File: src/rtl/mac_reg_pkg.sv
// mac_reg_pkg: shared types and constants for the MAC register-port arbiter
// Contents: state_t (IDLE/ACCESS/ACK), default address/data widths, timeout read-data pattern.
package mac_reg_pkg;
    typedef enum logic [1:0] {IDLE, ACCESS, ACK} state_t;
    localparam int MAC_REG_AW = 14;
    localparam int MAC_REG_DW = 32;
    localparam logic [31:0] MAC_REG_TMO_DATA = 32'hDEAD_BEEF;
endpackage

File: src/rtl/mac_reg_rr_pick.sv
// mac_reg_rr_pick: combinational round-robin pick, first requester at/after ptr cyclically
// Ports: i_req (request vector), i_ptr (rotation start) -> o_idx (chosen index), o_valid (any request).
module mac_reg_rr_pick #(
    parameter int N  = 2,
    parameter int PW = 1
) (
    input  logic [N-1:0]  i_req,
    input  logic [PW-1:0] i_ptr,
    output logic [PW-1:0] o_idx,
    output logic          o_valid
);
    always_comb begin
        o_idx   = '0;
        o_valid = |i_req;
        // Walk the rotation from farthest to nearest so the nearest pending requester wins.
        for (int k = N - 1; k >= 0; k--) begin
            int j;
            j = int'(i_ptr) + k;
            if (j >= N) j = j - N;
            if (i_req[j]) o_idx = PW'(j);
        end
    end
endmodule

File: src/rtl/mac_reg_arbiter.sv
// mac_reg_arbiter: round-robin sharing of one Avalon-MM MAC register port among NREQ requesters
// Ports: clk, rst_n (async active-low); i_req_rd/i_req_wr/i_req_addr/i_req_writedata from requesters;
//   o_req_ack/o_req_err/o_req_readdata back to them; o_m_addr/o_m_read/o_m_write/o_m_writedata,
//   i_m_waitrequest/i_m_readdata on the MAC side; o_busy high outside IDLE.
// Option: define MAC_REG_TIMEOUT_EN to abort accesses stalled by waitrequest for TMO_CYC cycles.
module mac_reg_arbiter
    import mac_reg_pkg::*;
#(
    parameter int NREQ    = 2,
    parameter int AW      = MAC_REG_AW,
    parameter int DW      = MAC_REG_DW,
    parameter int TMO_CYC = 1024
) (
    input  logic              clk,
    input  logic              rst_n,
    input  logic [NREQ-1:0]   i_req_rd,
    input  logic [NREQ-1:0]   i_req_wr,
    input  logic [NREQ*AW-1:0] i_req_addr,
    input  logic [NREQ*DW-1:0] i_req_writedata,
    output logic [NREQ-1:0]   o_req_ack,
    output logic [NREQ-1:0]   o_req_err,
    output logic [DW-1:0]     o_req_readdata,
    output logic [AW-1:0]     o_m_addr,
    output logic              o_m_read,
    output logic              o_m_write,
    output logic [DW-1:0]     o_m_writedata,
    input  logic              i_m_waitrequest,
    input  logic [DW-1:0]     i_m_readdata,
    output logic              o_busy
);
    localparam int PW = $clog2(NREQ);
    state_t          r_state, w_next;
    logic [PW-1:0]   r_ptr, r_idx, w_idx;
    logic            w_valid, w_tmo, w_done, r_wr, r_err;
    logic [AW-1:0]   r_addr;
    logic [DW-1:0]   r_wdata, r_rdata;
    logic            w_grant;
    mac_reg_rr_pick #(.N(NREQ), .PW(PW)) u_pick (
        .i_req   (i_req_rd | i_req_wr),
        .i_ptr   (r_ptr),
        .o_idx   (w_idx),
        .o_valid (w_valid)
    );
    assign w_grant = (r_state == IDLE) && w_valid;
`ifdef MAC_REG_TIMEOUT_EN
    logic [15:0] r_tmo;
    assign w_tmo = (r_state == ACCESS) && i_m_waitrequest && (r_tmo == 16'(TMO_CYC - 1));
    always_ff @(posedge clk or negedge rst_n) begin
        if (!rst_n) begin
            r_tmo <= '0;
        end else begin
            r_tmo <= (r_state == ACCESS) ? r_tmo + 16'd1 : '0;
        end
    end
`else
    logic w_unused_tmo;
    assign w_unused_tmo = (TMO_CYC < 1);
    assign w_tmo = 1'b0;
`endif
    assign w_done = !i_m_waitrequest || w_tmo;
    always_ff @(posedge clk or negedge rst_n) begin
        if (!rst_n) r_state <= IDLE;
        else        r_state <= w_next;
    end
    always_comb begin
        w_next = (r_state == IDLE)   ? (w_valid ? ACCESS : IDLE) :
                 (r_state == ACCESS) ? (w_done ? ACK : ACCESS) : IDLE;
    end
    always_ff @(posedge clk or negedge rst_n) begin
        if (!rst_n) begin
            r_ptr   <= '0;
            r_idx   <= '0;
            r_addr  <= '0;
            r_wdata <= '0;
            r_rdata <= '0;
            r_wr    <= 1'b0;
            r_err   <= 1'b0;
        end else begin
            if (w_grant) begin
                r_idx   <= w_idx;
                r_addr  <= i_req_addr[int'(w_idx)*AW +: AW];
                r_wdata <= i_req_writedata[int'(w_idx)*DW +: DW];
                // A write takes priority when a requester raises both rd and wr.
                r_wr    <= i_req_wr[w_idx];
                r_err   <= 1'b0;
            end
            if (r_state == ACCESS && !i_m_waitrequest && !r_wr) r_rdata <= i_m_readdata;
            if (w_tmo) begin
                r_rdata <= DW'(MAC_REG_TMO_DATA);
                r_err   <= 1'b1;
            end
            if (r_state == ACK) r_ptr <= (r_idx == PW'(NREQ - 1)) ? '0 : r_idx + PW'(1);
        end
    end
    always_comb begin
        o_busy         = (r_state != IDLE);
        o_m_read       = (r_state == ACCESS) && !r_wr;
        o_m_write      = (r_state == ACCESS) && r_wr;
        o_m_addr       = r_addr;
        o_m_writedata  = r_wdata;
        o_req_readdata = r_rdata;
        o_req_ack      = (r_state == ACK) ? (NREQ'(1) << r_idx) : '0;
        o_req_err      = (r_state == ACK && r_err) ? (NREQ'(1) << r_idx) : '0;
    end
endmodule

File: config.mk
export PLATFORM = sky130hd
export DESIGN_NAME = mac_reg_arbiter
export DESIGN_NICKNAME = d
export VERILOG_FILES = /design/src/rtl/mac_reg_pkg.sv /design/src/rtl/mac_reg_rr_pick.sv /design/src/rtl/mac_reg_arbiter.sv
export SDC_FILE = /design/constraint.sdc
export NUM_CORES = 1
export LEC_CHECK = 0
export ABC_AREA = 1
export BUFFER_PORTS_ARGS = -buffer_cell sky130_fd_sc_hd__buf_4
export CAP_MARGIN = 10
export CORE_AREA = 2 2 96 98
export DETAILED_ROUTE_END_ITERATION = 16
export DIE_AREA = 0 0 98 100
export PLACE_DENSITY = 0.84
export SYNTH_ARGS = -nofsm -noshare
export SYNTH_HDL_FRONTEND = slang
export SYNTH_SLANG_ARGS = --single-unit
File: constraint.sdc
create_clock -name clk -period 2.1 [get_ports clk]
set_clock_uncertainty 0.15 [all_clocks]
set_input_delay 0.315 -clock clk [delete_from_list [all_inputs] [get_ports clk]]
set_output_delay 0.315 -clock clk [all_outputs]
set_load 0.02 [all_outputs]
==> impl_metrics.toml <==
[setup_path]
crit_path_end_kind = "flip-flop"
worst-setup-path-type = "reg -> reg"
cp.arrival_ns = 1.92
crit_required_ns = 2.23
critical_path_peak_fanout = 47
ff2ff_setup_slack_ns = 0.32
critPathLaunchType = "flip-flop"

[yosys]
yosys_warnings = 0
ys_seq_elements = 83
synth.cell_area_um2 = 4190
yosysTopAreaCell = "dfrtp_1"
ys_seq_area_share_pct = 49.6
synth.distinct_cells = 20
avgSynthCellArea_um2 = 7.32
synth_top_area_share_pct = 49.6
synthTopCellsByArea = "dfrtp_1, nand2_1, nand3_1"
postSynthCellCount = 572

[power_and_ir_drop]
combPwrFrac_pct = 52.7
pwr_density_cell_nw_per_um2 = 1440
intPower_mw = 4.84
clockPowerShare_pct = 14.3
power.total_mw = 8.68
ir_drop_mv = 0.636
p_sw_share_pct = 44.2
p_sw_mw = 3.84
p_leak_nw = 3.66
power_frac_seq_pct = 32.9

[timing]
setup_violations = 0
tightestPinTransition_ns = 0.762
fmax_mhz = 561
finalSetupTns_ns = 0
finalCriticalPeriod_ns = 1.78
rsz0062_at_grt = "false"
setup_slack_ns = 0.316
hold_violations = 0
max_slew_margin_pct = 49.1
min_period_over_period_pct = 84.9
slew_viol_final = 0

[cells_and_area]
drive_gt1_share_pct = 31.8
syn_to_final_growth_pct = 44.2
nFillCells = 721
finalInstanceArea_um2 = 6040
post-route-util_pct = 67.9
diodes = 0
final_nets = 903

[routing]
wl_per_cell_um = 12.6
drcViolationCount = 0
routed_via_density = 4.81
routed_wl_um = 11200
vias = 4274
firstDrtPassIters = 5
ant_nets = 0
drtIter0Drc = 185

[placed_design]
gp_congestion = 0.867
port_buffers = 213
placed_area_um2 = 5790
post-place-ws_ns = 0.309
place_hpwl_um = 8350

[global_route]
track_usage_pct = 22.8
grt_max_degree = 51
grt_pass1_vias = 4026
antenna_found_initial = 0
grt_first_pass_wirelength_um = 18300
grt.overflow.total = 0

[floorplan]
die_height_um = 100
rows = 35
io_pins = 216
start_util_pct = 47.1
core-area_um2 = 8890
dieArea_um2 = 9800
die_x_um = 98

[status]
status = "complete, no violations"

[cts]
postCtsSetupRepairBufs = 0
cts_tree = "yes"
numCtsBuffers = 9
cts_num_sinks = 83
clock-root-buffer = "clkbuf_8"
htreeDepth = 3
clkLatencyLatePin_ns = 0.34
cts_buffer_depth = 2
clk_pin_slew_ns = 0.09

[job]
cap_violations = 0

[worst_hold_path]
min_path_type = "in -> reg"
-- stage by stage --
stage	cells	hold slack, ns
finish	888	0.0532
detailed placement	870	0.180
CTS	888	0.0307
global placement	870	0.166
global route	888	0.0425
floorplan	573	-0.131
-- synthesized netlist by cell type --
master    number
nand2_2        2
inv_1         96
dfrtp_1       83
a21oi_1        1
o21ai_1        1
nor2_4         1
clkinv_1       1
nor2_1         8
buf_1          1
conb_1         1
nand2_1      209
o21bai_2       1
o21ai_0        2
buf_2         14
clkbuf_1       8
inv_2          3
buf_6          6
nor2_2         2
nand3_1      125
buf_4          7
-- metal layers --
layer / global-route usage [%] / wire length (um)
met4: 10.4 / 342
met5: 0 / 0
met1: 29.2 / 4580
met2: 37.8 / 5330
met3: 4.60 / 918
-- repair_timing --
action,4_1_cts,5_1_grt
setup endpoints to repair,0,0
hold endpoints to repair,41,0
gates resized for setup,0,0
hold buffers,2,0
-- worst max-delay path, cell delays in order (launching register included) --
cell     delay [ns]
dfrtp_1        0.40
nor2_1         0.20
nand2_2        0.10
inv_2          0.55
nand3_1        0.19
nand2_1        0.11
-- cell usage in the layout (no fill, tap or decap), types with 3 or more instances in the layout --
master    instances
buf_4           221
nand2_1         209
nand3_1         125
inv_1            96
dfrtp_1          83
clkbuf_8          9
nor2_1            8
inv_2             3
-- sequential cells by signal, indices dropped and copies added, names as in the netlist --
name / cells
o_m_writedata: 32
o_req_readdata: 32
o_m_addr: 14
r_state: 2
r_idx: 1
r_ptr: 1
r_wr: 1
-- power by group through the flow --
stage                     combinational, mW  sequential (mW)  clock, mW
after global placement                 4.49             2.85          0
final                                  4.58             2.86       1.24
after global routing                   5.02             2.96       1.35
after detailed placement               4.61             2.86          0
after floorplan                        1.91             3.70          0
after CTS                              4.61             2.85       1.29
-- cells by family after synthesis --
family	synth area share, %
DFF	49.6
buffers and inverters	14.3
other	0.0895
AOI/OAI and AO/OA	0.747
and+or+nand+nor	35.3
-- cell type report --
class                           instances  area (um2)  share of cell area (%)
Inverter                              100         375                    6.22
Timing Repair Buffer                  224        1700                    28.1
Multi-Input combinational cell        354        1520                    25.2
Clock inverter                          7         101                    1.68
Clock buffer                            9         124                    2.05
Tap cell                              111         139                    2.30
Sequential cell                        83        2080                    34.4
-- final timing paths --
kind,start,end,cells past startpoint
worst min register to register,o_req_readdata[18],o_req_readdata[18],2
worst min-delay path,i_m_readdata[17],o_req_readdata[17],3
worst max-delay path,r_state[1],o_m_addr[5],5
max in group asynchronous,rst_n,o_req_readdata[30],3
worst max register to register,r_state[1],o_m_addr[5],5
min in group asynchronous,rst_n,o_req_readdata[25],2
(Power assumes the default switching activity.)
